File: config.mk
export PLATFORM = sky130hd
export DESIGN_NAME = memory_dbus_access
export DESIGN_NICKNAME = d
export VERILOG_FILES = /design/src/rtl/memory_dbus_access.sv
export SDC_FILE = /design/constraint.sdc
export NUM_CORES = 1
export LEC_CHECK = 0
export BUFFER_PORTS_ARGS = -buffer_cell sky130_fd_sc_hd__buf_2
export CAP_MARGIN = 20
export CORE_AREA = 3 3 93 140
export DETAILED_ROUTE_END_ITERATION = 8
export DIE_AREA = 0 0 96 143
export GPL_TIMING_DRIVEN = 1
export PLACE_DENSITY = 0.7
export SLEW_MARGIN = 20
export SYNTH_ARGS = -nofsm -noshare
export SYNTH_HDL_FRONTEND = slang
export SYNTH_SLANG_ARGS = --single-unit
File: constraint.sdc
create_clock -name clk -period 4 [get_ports clk]
set_input_delay 0.8 -clock clk [delete_from_list [all_inputs] [get_ports clk]]
set_output_delay 0.8 -clock clk [all_outputs]
set_load 0.01 [all_outputs]
File: src/rtl/memory_dbus_access.sv
// Memory-stage data-bus access unit: issues one dbus request per aligned memory op,
// stalls the pipeline through the addr_ok/data_ok handshake and returns the extended load word.
module memory_dbus_access (
    input  logic        clk,
    input  logic        reset,
    input  logic        mem_valid,
    input  logic        mem_write,
    input  logic [1:0]  mem_msize,
    input  logic        mem_signed,
    input  logic [31:0] mem_addr,
    input  logic [31:0] mem_wdata,
    output logic        mem_busy,
    output logic        result_valid,
    output logic [31:0] result_data,
    output logic        misalign_err,
    output logic        dreq_valid,
    output logic [31:0] dreq_addr,
    output logic [1:0]  dreq_size,
    output logic [3:0]  dreq_strobe,
    output logic [31:0] dreq_data,
    input  logic        dresp_addr_ok,
    input  logic        dresp_data_ok,
    input  logic [31:0] dresp_data
);

    localparam logic [1:0] MSIZE1 = 2'd0;
    localparam logic [1:0] MSIZE2 = 2'd1;
    localparam logic [1:0] MSIZE4 = 2'd2;

    typedef enum logic [1:0] {
        IDLE = 2'd0,
        ADDR = 2'd1,
        DATA = 2'd2,
        DONE = 2'd3
    } state_t;

    state_t      state;
    state_t      state_next;
    logic        latch_en;
    logic        capture_en;
    logic [31:0] lat_addr;
    logic [31:0] lat_wdata;
    logic [1:0]  lat_size;
    logic        lat_write;
    logic        lat_signed;
    logic [31:0] cap_data;

    function automatic logic is_misaligned(input logic [1:0] size, input logic [1:0] lo);
        case (size)
            MSIZE1:  is_misaligned = 1'b0;
            MSIZE2:  is_misaligned = lo[0];
            MSIZE4:  is_misaligned = (lo != 2'd0);
            default: is_misaligned = (lo != 2'd0);
        endcase
    endfunction

    function automatic logic [3:0] strobe_of(input logic [1:0] size, input logic [1:0] lo);
        case (size)
            MSIZE1:  strobe_of = 4'b0001 << lo;
            MSIZE2:  strobe_of = 4'b0011 << lo;
            MSIZE4:  strobe_of = 4'b1111;
            default: strobe_of = 4'b1111;
        endcase
    endfunction

    // Right-justify the addressed bytes, then sign- or zero-extend to 32 bits.
    function automatic logic [31:0] extend_load(input logic [31:0] raw, input logic [1:0] lo,
                                                input logic [1:0] size, input logic sgn);
        logic [31:0] w;
        w = raw >> {lo, 3'b000};
        case (size)
            MSIZE1:  extend_load = sgn ? {{24{w[7]}}, w[7:0]} : {24'd0, w[7:0]};
            MSIZE2:  extend_load = sgn ? {{16{w[15]}}, w[15:0]} : {16'd0, w[15:0]};
            MSIZE4:  extend_load = w;
            default: extend_load = w;
        endcase
    endfunction

    // State register plus request latches and load-data capture.
    always_ff @(posedge clk or posedge reset) begin
        if (reset) begin
            state      <= IDLE;
            lat_addr   <= 32'd0;
            lat_wdata  <= 32'd0;
            lat_size   <= 2'd0;
            lat_write  <= 1'b0;
            lat_signed <= 1'b0;
            cap_data   <= 32'd0;
        end else begin
            state <= state_next;
            if (latch_en) begin
                lat_addr   <= mem_addr;
                lat_wdata  <= mem_wdata;
                lat_size   <= mem_msize;
                lat_write  <= mem_write;
                lat_signed <= mem_signed;
            end
            if (capture_en) begin
                cap_data <= lat_write ? 32'd0
                                      : extend_load(dresp_data, lat_addr[1:0], lat_size, lat_signed);
            end
        end
    end

    // Next-state and handshake decode; data_ok is only honoured once addr_ok has been seen.
    always_comb begin
        state_next   = state;
        mem_busy     = 1'b0;
        misalign_err = 1'b0;
        dreq_valid   = 1'b0;
        result_valid = 1'b0;
        latch_en     = 1'b0;
        capture_en   = 1'b0;
        case (state)
            IDLE: begin
                if (mem_valid) begin
                    if (is_misaligned(mem_msize, mem_addr[1:0])) begin
                        misalign_err = 1'b1;
                    end else begin
                        mem_busy   = 1'b1;
                        latch_en   = 1'b1;
                        state_next = ADDR;
                    end
                end else begin
                    state_next = IDLE;
                end
            end
            ADDR: begin
                dreq_valid = 1'b1;
                mem_busy   = 1'b1;
                if (dresp_addr_ok) begin
                    if (dresp_data_ok) begin
                        capture_en = 1'b1;
                        state_next = DONE;
                    end else begin
                        state_next = DATA;
                    end
                end else begin
                    state_next = ADDR;
                end
            end
            DATA: begin
                mem_busy = 1'b1;
                if (dresp_data_ok) begin
                    capture_en = 1'b1;
                    state_next = DONE;
                end else begin
                    state_next = DATA;
                end
            end
            DONE: begin
                result_valid = 1'b1;
                state_next   = IDLE;
            end
            default: state_next = IDLE;
        endcase
    end

    assign result_data = result_valid ? cap_data : 32'd0;
    assign dreq_addr   = lat_addr;
    assign dreq_size   = lat_size;
    assign dreq_data   = lat_wdata;
    assign dreq_strobe = lat_write ? strobe_of(lat_size, lat_addr[1:0]) : 4'b0000;

endmodule

# Word level (Yosys, flattened, before mapping)
# Index checks and enable logic that the tools add are counted.
# word_totals
reg_bits,102
# classes
n_eq_ne,6
n_shift,3
mux,27
reduce_logical,5
# op_table
operator,count
$mux W32,4
$pmux W32 S2,1
$shr A32 B5 Y32,1
$mux W1,13
$pmux W2 S4,1
$pmux W4 S2,1
$eq A2 B1 Y1 const B,3
$logic_not A2 Y1,3
$mux W2,3
$pmux W1 S2,3
$eq A2 B2 Y1 const B,2
$mux W4,1
$shl A1 B2 Y4 const A,1
$shl A2 B2 Y4 const A,1
$ne A3 B3 Y1 const B,1
$reduce_bool A2 Y1,1
$reduce_or A2 Y1,1

# Depth between registers and ports, before layout
# Gate-level depths: netlist of the first run.
# depth
ltp_word,7
ltp_mapped,8
mapped_depth_nobuf,6

# Least setup slack after synthesis of the first run
# Ideal clock, no wire load.
# synth_timing
path_type,input to output
from,input mem_addr[1]
to,output mem_busy
arrival_ns,1.713
slack_ns,1.487
stages,5
path_buffers,2
path_cell_list,o21ai_1 nand4_1 buf_2 buf_6 a21oi_1
# synth_via
elab_chain_cells,7
# synth_rtl
element,line,source
start: declaration,10,"input logic [31:0] mem_addr,"
$reduce_bool A2 Y1,"52, 53",
$pmux W1 S2,49,case (size)
$mux W1,116,if (mem_valid) begin
$mux W1,114,case (state)
$mux W1,117,"if (is_misaligned(mem_msize, mem_addr[1:0])) begin"
$mux W1,116,
$pmux W1 S2,114,
end: declaration,12,"output logic mem_busy,"
# Every way passes these cells. The select of a mux whose other input is x is not followed.

# Worst setup path after layout of the first run
# layout_timing
from,"register lat_addr[1], in the netlist dreq_addr[1]"
to,output dreq_strobe[3]
# layout_via
elab_chain_cells,3
elab_cells_between_ends,4
# layout_rtl
element,line,source
start: declaration,41,logic [31:0] lat_addr;
start signal: assignment,92,lat_addr <= mem_addr;
$shl A2 B2 Y4 / $shl A1 B2 Y4 (equally long branches),"60, 59",
$pmux W4 S2 *,58,case (size)
$mux W4 *,163,"assign dreq_strobe = lat_write ? strobe_of(lat_size, lat_addr[1:0]) : 4'b0000;"
end: declaration,19,"output logic [3:0] dreq_strobe,"
# Mark *: on every way between the ends. The rest lies on a longest branch, timed or not.

==> flow_summary.yaml, run 1 <==
yosys:
  synthSimpleGateAreaFrac_pct: 10.4
  synth_top_family_by_area: "multiplexers"
  synth_mux_area_share_pct: 21.6
  synth_area_um2: 4860
  synthAdderAreaFrac_pct: 1.29
  yosysWarningCount: 0
  yosysSeqAreaShare_pct: 52.6
  synth_cell_type_count: 38
  synthCells: 392
  synthXorXnorAreaFrac_pct: 0.180
  syn-num-nets: 502
  synth.avg_cell_area_um2: 12.4
  synth_compound_area_share_pct: 10.1
  ys_ff_latch: 102
drt:
  viasPerCell: 5.12
  routedWlPerCell_um: 17.0
  drc: 0
  dr_total_vias: 3838
  drt_pass1_iterations: 4
  routed_wl_um: 12800
  antenna_left: 0
  first_iter_violations: 139
clocking:
  cts_root_buffer: "clkbuf_16"
  hold_buffers: 0
  cts_setup_buffers: 0
  clk_path_buf_depth: 2
  numCtsBuffers: 9
  ctsResizeCount: 0
  clock-sinks: 102
  htreeDepth: 3
  clkLatencyLatePin_ns: 0.34
  cts_tree: "yes"
  clk_pin_slew_ns: 0.07
global_routing:
  antenna_found_initial: 2
  grt_util_met1_pct: 20.8
  grt_max_degree: 69
  busiest_layer: "met2"
  grt_first_pass_wirelength_um: 19900
  grt.total_usage_pct: 18.9
  grt_pass1_vias: 4004
  gr-total-overflow: 0
  grt_util_met3_pct: 5.80
  met2_usage_pct: 32.3
worst_setup_path:
  cp-end-kind: "output pin"
  cpMaxStageDelayCell: "dfrtp_1"
  worstReg2RegEnd: "cap_data[21]"
  startpoint_type: "flop"
  worstPathMaxFanout: 26
  worstPathCellList: "buf_4 -> o21ai_0 -> a21boi_0 -> buf_2"
  r2r_start: "dreq_addr[1]"
  required_ns: 3.20
  rrSetupSlack_ns: 1.57
  r2r_cells: 5
  path_class: "flop to output pin"
  worstPathArrival_ns: 2.01
  cpPeakStageDelay_ns: 0.71
floorplan:
  dieArea_um2: 13700
  coreArea_um2: 12000
  rows: 49
  die-width_um: 96
  initial_core_util_pct: 40.6
  die_h_um: 143
  ioPinCount: 211
placed_design:
  hpwlAfterDp_um: 9680
  port_buffers: 210
  globalplace.congestion: 0.839
worst_hold_path:
  hold_path_end: "cap_data[21]"
  holdPathStages: 2
  worstHoldStart: "cap_data[21]"
  hp-class: "flop to flop"
sta:
  hold_viol: 0
  rsz0062_at_grt: "false"
  max_slew_margin_pct: 33.9
  finalSetupViolCount: 0
  fin_skew_ns: 0.00676
  max_freq_mhz: 355
  worst_slew_pin_slew_ns: 0.983
  period_share_pct: 70.3
  slew_violations: 0
  setup_tns_ns: 0
  layout_min_cycle_time_ns: 2.81
finish:
  drive_gt1_share_pct: 53.3
  fill_cells: 1092
  layout_common_cells: "buf_2, dfrtp_1, mux2_2"
  area_delta_synth_final_pct: 29.2
  final_common_cell: "buf_2"
  fin_nets: 700
pwr:
  peakVddDrop_uv: 418
  p_leak_nw: 3.21
  p_per_area_nw_per_um2: 742
  power_mw: 4.66
job:
  maxCapViolCount: 0
outcome:
  status: "complete, no violations"
-- Yosys cell counts --
master	count	area, um2
a22o_1	16	140
nand2b_1	1	6.26
and2_1	32	200
nor3_4	2	32.5
a21oi_1	4	20.0
dfrtp_1	102	2550
ha_1	5	62.6
o2111ai_2	1	15.0
o21ai_0	16	80.1
o22ai_1	1	6.26
or2_1	1	6.26
nand3b_1	8	60.1
o31ai_1	1	7.51
nor2b_1	1	6.26
mux2i_1	16	160
nor3_1	1	5.00
clkbuf_1	8	30.0
nand4_1	1	6.26
buf_2	15	75.1
buf_6	3	33.8
a21oi_2	1	8.76
o21ai_1	4	20.0
a22oi_1	14	105
nand3_1	2	10.0
o21a_1	11	82.6
nand4b_1	1	8.76
or4b_4	1	13.8
a21boi_0	1	7.51
nor2_1	4	15.0
xnor2_1	1	8.76
mux4_2	1	22.5
mux2_2	77	867
buf_4	1	7.51
nand3_2	1	10.0
nand2_1	30	113
inv_1	5	18.8
buf_12	1	20.0
nor4_2	1	12.5
-- where the power goes --
| part | total, mW | switching [mW] | internal (mW) |
|---|---|---|---|
| Sequential | 1.85 | 0.343 | 1.51 |
| Clock | 0.832 | 0.400 | 0.433 |
| Combinational | 1.97 | 0.982 | 0.991 |
-- final cells by class --
type / instances / area, um2 / area share, %
clock inverters: 6 / 53.8 / 0.858
inverters: 5 / 21.3 / 0.339
flip-flops and latches: 102 / 2550 / 40.7
multi-input cells: 257 / 2120 / 33.8
diodes: 2 / 5.00 / 0.0798
well taps: 153 / 191 / 3.05
clock buffers: 10 / 229 / 3.65
repair buffers: 215 / 1100 / 17.6
-- per-stage QoR --
stage | hold slack (ns) | cells | setup slack [ns] | area, um2 | util, %
floorplan | 0.456 | 392 | 0.525 | 4860 | -
global placement | 0.473 | 732 | 1.46 | 5990 | 50.1
detailed placement | 0.483 | 732 | 1.39 | 5990 | 50.1
CTS | 0.499 | 748 | 1.17 | 6270 | 52.4
global route | 0.516 | 750 | 1.06 | 6270 | 52.5
finish | 0.494 | 750 | 1.19 | 6270 | 52.5
-- registers in the layout, summed over array words and instances, names as in the netlist, named ones only --
signal and cells:
cap_data 32, dreq_addr 32, dreq_data 32, dreq_size 2, lat_signed 1, lat_write 1, state 1
-- critical path, delay by kind of cell, from the launching register on --
kind            cells  cell delay [ns]
compound gates      2             0.39
buf+inv             2             0.58
flops               1             0.71
-- layer usage --
metal  up-vias  share of wire, %
met3        28               8.9
met5         -                 0
li1       1786                 -
met4         0               3.7
met2       181                50
met1      1843                37
-- worst max-delay path by stage --
stage,from,to,depth (start not counted)
CTS,dreq_addr[1],dreq_strobe[3],4
global route,dreq_addr[1],dreq_strobe[3],4
finish,dreq_addr[1],dreq_strobe[3],4
global placement,dresp_addr_ok,cap_data[18],5
floorplan,reset,asynchronous set/reset pin,1
detailed placement,dresp_addr_ok,cap_data[16],5
-- kinds of logic (layout without fill, tap and decap cells) --
| logic type | count (synthesis) | in the layout |
|---|---|---|
| compound gates | 70 | 70 |
| xor+xnor | 1 | 1 |
| fa+ha+maj | 5 | 5 |
| buf+inv | 33 | 236 |
| flops | 102 | 102 |
| mux | 94 | 94 |
| other cells | 0 | 2 |
| simple gates | 87 | 87 |
(Power assumes the default switching activity.)
==> run 2, diff against run 1 <==
- ABC_AREA: unset -> 1
- CORE_AREA: 3 3 93 140 -> 3 3 96 144
- DIE_AREA: 0 0 96 143 -> 0 0 99 147
- PLACE_DENSITY: 0.7 -> 0.71
- clock period: 4 -> 2.4 ns (I/O delays scaled with it)
==> run 2 against run 1 <==
Count of clock-buffer cells in the layout decreased by 1. Critical path type unchanged. Wire length increased by 18%. Largest cell class unchanged. Setup slack got worse by 0.98 ns. Cell area increased by 5.3%. Synthesized area increased by 5.8%. Critical path depth increased by 1. Final cell count increased by 40%. Non-clock buffer count increased by 7. First-iteration DRC count increased by 33%.
==> flow_summary.yaml, run 2 <==
sta:
  finalSetupViolCount: 0
  max_slew_margin_pct: 51.3
  slew_violations: 0
  hold_viol: 0
  max_freq_mhz: 456
  fin_skew_ns: 0.00710
  period_share_pct: 91.3
  rsz0062_at_grt: "false"
  setup_tns_ns: 0
  layout_min_cycle_time_ns: 2.19
  worst_slew_pin_slew_ns: 0.731
pwr:
  power_mw: 8.20
  combPwrFrac_pct: 44.4
  p_sw_mw: 3.48
  peakVddDrop_uv: 551
  p_per_area_nw_per_um2: 1240
  clockPowerShare_pct: 19.4
  swShare_pct: 42.4
  p_leak_nw: 4.08
  internal_power_mw: 4.73
  p_seq_share_pct: 36.2
yosys:
  netlist_top_cells_area: "dfrtp_1, nand2_1, nand3_1"
  yosysTopAreaCellShare_pct: 49.7
  yosysWarningCount: 0
  synth_area_um2: 5140
  ys_ff_latch: 102
  synth_edf_count: 0
  synth.most_common_cell: "nand2_1"
  synth.avg_cell_area_um2: 7.32
  ys_top_cells_by_count: "nand2_1, dfrtp_1, nand3_1, inv_1, a21oi_1"
  synth_ff_type: "dfrtp_1"
  synthCells: 702
  synth_cell_type_count: 21
  yosys.area.top_type: "dfrtp_1"
  yosysSeqAreaShare_pct: 49.7
  syn-num-nets: 812
  ys_async_sr_fraction_pct: 100
clocking:
  cts_root_buffer: "clkbuf_16"
  ctsResizeCount: 0
  hold_buffers: 0
  numCtsBuffers: 9
  cts_tree: "yes"
  clk_pin_slew_ns: 0.07
  clock-sinks: 102
  clk_path_buf_depth: 2
  clkLatencyLatePin_ns: 0.34
  htreeDepth: 3
  cts_setup_buffers: 0
finish:
  multi_input_area_um2: 2190
  final_common_cell: "nand2_1"
  fin_nets: 1001
  fill_cells: 1297
  area_delta_synth_final_pct: 28.5
  layout_common_cells: "nand2_1, buf_2, dfrtp_1"
  ff_latch_area_um2: 2550
  drive_gt1_share_pct: 27.7
worst_setup_path:
  worstPathMaxFanout: 5
  startpoint_type: "flop"
  worstPathCellList: "inv_1 -> ha_1 -> inv_1 -> a21oi_1 -> buf_2"
  cpMaxStageDelayCell: "dfrtp_1"
  required_ns: 1.92
  path_class: "flop to output pin"
  cpPeakStageDelay_ns: 0.42
  crit_top_cell: "inv_1"
  cp-end-kind: "output pin"
  worstPathArrival_ns: 1.71
job:
  maxCapViolCount: 0
placed_design:
  globalplace.congestion: 0.886
  port_buffers: 210
  hpwlAfterDp_um: 11000
outcome:
  status: "complete, no violations"
drt:
  routed_wl_um: 15100
  dr_total_vias: 5120
  drc: 0
  drt_pass1_iterations: 4
  first_iter_violations: 185
  routedWlPerCell_um: 14.4
  viasPerCell: 4.87
  antenna_left: 0
floorplan:
  die_h_um: 147
  rows: 50
  ioPinCount: 211
  coreArea_um2: 12600
  die-width_um: 99
  dieArea_um2: 14600
  initial_core_util_pct: 40.9
global_routing:
  grt.total_usage_pct: 21.0
  grt_pass1_vias: 5078
  grt_first_pass_wirelength_um: 24700
  antenna_found_initial: 1
  gr-total-overflow: 0
  grt_max_degree: 103
worst_hold_path:
  hp-class: "input pin to asynchronous set/reset pin"
==> run 2: cell count changes in the layout (fill, tap and decap cells not counted), sizes merged, moves of 12 or more <==
cell and delta:
mux2 -77, a21oi +28, inv +44, nand3 +90, a22o -16, nand2 +304, mux2i -16, a22oi -14
and2 -32, nor2 +12
==> run 2: final timing paths <==
check                         startpoint            end  slack (ns)  depth (start not counted)
max in group asynchronous          reset   dreq_addr[1]        1.65                          3
min                                reset   dreq_data[1]        0.25                          3
max                             state[0]       mem_busy        0.21                          5
max reg2reg                     state[0]   dreq_addr[1]        0.52                          8
min in group clk            mem_addr[15]  dreq_addr[15]        0.36                          3
min reg2reg                dreq_addr[15]  dreq_addr[15]        0.47                          2
==> run 2: cells by family after synthesis <==
group / Yosys count / synth area share, %
AOI/OAI and AO/OA: 57 / 5.67
adders and majority gates: 5 / 1.22
buffers and inverters: 94 / 8.01
DFF: 102 / 49.7
and+or+nand+nor: 444 / 35.4
==> run 2: critical path: cells and delay by family, from the launching register on <==
family / cells / cell delay, ns
adder cells (fa/ha/maj): 1 / 0.34
flip-flops: 1 / 0.42
buffers and inverters: 3 / 0.34
AO/OA/AOI/OAI: 1 / 0.27
==> run 2: layer usage <==
metal | part of all wire [%] | track usage, % | routed length, um
met1 | 39 | 25.2 | 5860
met2 | 51 | 36.8 | 7700
met3 | 7.8 | 4.61 | 1180
met4 | 2.4 | 7.04 | 360
met5 | 0.046 | 0 | 7
==> run 2: cell type report <==
type / count / area share, %
Antenna cell: 1 / 0.0379
Clock buffer: 9 / 3.41
Clock inverter: 6 / 1.44
Inverter: 50 / 2.94
Multi-Input combinational cell: 506 / 33.1
Sequential cell: 102 / 38.7
Tap cell: 156 / 2.96
Timing Repair Buffer: 222 / 17.5
==> run 2: per-stage QoR <==
stage               cells  hold WS (ns)  area (um2)  setup WS (ns)  util, %
floorplan             702         0.449        5140          0.645        -
global placement     1036         0.449        6280          0.487     50.0
detailed placement   1036         0.454        6280          0.471     50.0
CTS                  1051         0.312        6600          0.131     52.5
global route         1051         0.319        6600         0.0677     52.5
finish               1052         0.252        6600          0.208     52.5
==> run 2: power groups by stage <==
stage	registers [mW]	logic (mW)	clock network (mW)
after detailed placement	2.98	3.70	0
final	2.97	3.64	1.59
after global placement	2.98	3.62	0
after CTS	2.97	3.69	1.62
after global routing	3.08	4.14	1.70
after floorplan	3.19	2.15	0
==> run 3, diff against run 2 <==
==> constraint.sdc (replaced) <==
create_clock -name clk -period 2.4 [get_ports clk]
set_input_delay 0 -clock clk [delete_from_list [all_inputs] [get_ports clk]]
set_output_delay 0 -clock clk [all_outputs]
set_load 0.01 [all_outputs]
==> run 3 against run 2 <==
First-iteration DRC count rose by 21%. Final cell count rose by 6.9%. Critical endpoint is now cap_data[25]. Critical path depth rose by 2. Sequential power barely moved. Sequential cell count did not move. Wire length rose by 7.6%. Setup slack improved by 0.30 ns. Non-clock buffer count rose by 73. Total power rose by 0.18%. Core utilization rose by 5.7 points. Clock power fell by 10%. Clock skew fell by 0.0012 ns.
==> flow_summary.yaml, run 3 (synthesis gave the netlist of run 2 again) <==
drt:
  routedWlPerCell_um: 14.5
  viasPerCell: 4.85
  antenna_left: 0
  routed_wl_um: 16300
  drc: 0
  dr_wl_met2_um: 8420
  topRoutingLayerUsed: "met4"
  first_iter_violations: 224
  met3WireLength_um: 1360
  dr_total_vias: 5461
  wl_met1_um: 6120
  drt_pass1_iterations: 5
sta:
  finalSetupViolCount: 0
  worst_slew_pin_slew_ns: 0.602
  layout_setup_ws_ns: 0.510
  max_freq_mhz: 529
  rsz0062_at_grt: "false"
  slew_violations: 0
  layout_min_cycle_time_ns: 1.89
  hold_viol: 0
  max_slew_margin_pct: 59.7
  setup_tns_ns: 0
  fin_skew_ns: 0.00591
  period_share_pct: 78.7
worst_setup_path:
  worstPathCellList: "inv_1 -> ha_1 -> nand4_2 -> buf_4 -> a21oi_1 -> nand2_1 -> nand2_1"
  cpMaxStageDelayCell: "dfrtp_1"
  path_class: "flop to flop"
  cp_top_family: "simple AND/OR/NAND/NOR gates"
  startpoint_type: "flop"
  crit_top_cell: "nand2_1"
  required_ns: 2.68
  worstPathMaxFanout: 14
  cp-end-kind: "flop"
  worstPathArrival_ns: 2.17
  cpPeakStageDelay_ns: 0.42
  path_buf_inv: 2
placed_design:
  hpwlAfterDp_um: 10900
  globalplace.congestion: 0.904
  place_ws_ns: 0.530
  port_buffers: 210
  dp_cells: 1038
global_routing:
  grt_first_pass_wirelength_um: 26600
  grt_max_degree: 103
  grt.total_usage_pct: 22.5
  grt_pass1_vias: 5519
  antenna_found_initial: 0
  gr-total-overflow: 0
finish:
  instances_no_fill: 1125
  antenna_cells: 0
  final_common_cell: "nand2_1"
  layout_common_cells: "nand2_1, buf_2, dfrtp_1"
  area_delta_synth_final_pct: 42.3
  fin_nets: 1074
  drive_gt1_share_pct: 25.9
worst_hold_path:
  hp-class: "input pin to flop"
pwr:
  p_leak_nw: 4.38
  p_per_area_nw_per_um2: 1120
  power_mw: 8.22
  peakVddDrop_uv: 566
clocking:
  htreeDepth: 3
  cts_root_buffer: "clkbuf_16"
  clock-sinks: 102
  clkLatencyLatePin_ns: 0.34
  cts_tree: "yes"
  clk_pin_slew_ns: 0.07
  clk_path_buf_depth: 2
  numCtsBuffers: 9
floorplan:
  rows: 50
  dieArea_um2: 14600
  ioPinCount: 211
  die-width_um: 99
  coreArea_um2: 12600
  die_h_um: 147
  initial_core_util_pct: 40.9
outcome:
  status: "complete, no violations"
job:
  maxCapViolCount: 0
[run 3: changes by cell type in the layout (fill, tap and decap cells not counted), sizes merged]
cell         delta
clkinv          +4
dlygate4sd3    +71
diode           -1
clkinvlp        -2
bufinv          -2
buf             +2
clkbuf          +1
[run 3: what timing repair did]
action                    4_1_cts  5_1_grt
hold endpoints to repair      172        0
gates resized for setup         0        0
hold buffers                   71        0
setup buffers                   0        0
[run 3: metrics by stage]
step | cell area, um2 | hold slack, ns | util [%]
6_report | 7310 | 0.0243 | 58.2
5_1_grt | 7310 | 0.0663 | 58.2
4_1_cts | 7310 | 0.0133 | 58.2
3_5_place_dp | 6310 | 0.210 | 50.2
3_3_place_gp | 6310 | 0.199 | 50.2
2_1_floorplan | 5140 | 0.145 | -
[run 3: path summary, 6_finish.rpt]
kind | from | endpoint | slack, ns | cells after the start
setup / recovery | state[0] | cap_data[25] | 0.51 | 7
hold / removal | dresp_data[1] | cap_data[1] | 0.02 | 5
setup reg to reg | state[0] | cap_data[25] | 0.51 | 7
hold reg to reg | dreq_data[26] | dreq_data[26] | 0.47 | 2
max in group asynchronous | reset | dreq_data[25] | 1.64 | 4
min in group asynchronous | reset | dreq_data[6] | 0.36 | 4
[run 3: area by class of cell]
class	instances	area [um2]
Sequential cell	102	2550
Tap cell	156	195
Timing Repair Buffer	295	1890
Clock buffer	10	239
Fill cell	1163	5260
Clock inverter	6	56.3
Multi-Input combinational cell	506	2190
Inverter	50	194
[run 3: worst reg2reg max path, delay by kind of cell, from the launching register on]
kind,cells,cell delay [ns]
and+or+nand+nor,3,0.50
AOI/OAI and AO/OA,1,0.13
DFF,1,0.42
buffers and inverters,2,0.43
adders and majority gates,1,0.35
[run 3: per-layer routing]
metal	global-route usage (%)	vias to the layer above
met2	39.6	243
met5	0	-
met3	5.04	26
li1	-	2706
met4	8.00	0
met1	26.6	2486
[run 3: power by group]
group          internal, mW  switching [mW]  leakage, nW
Clock                 0.751           0.679        0.146
Combinational          1.40            2.38         2.94
Sequential             2.51           0.496         1.29
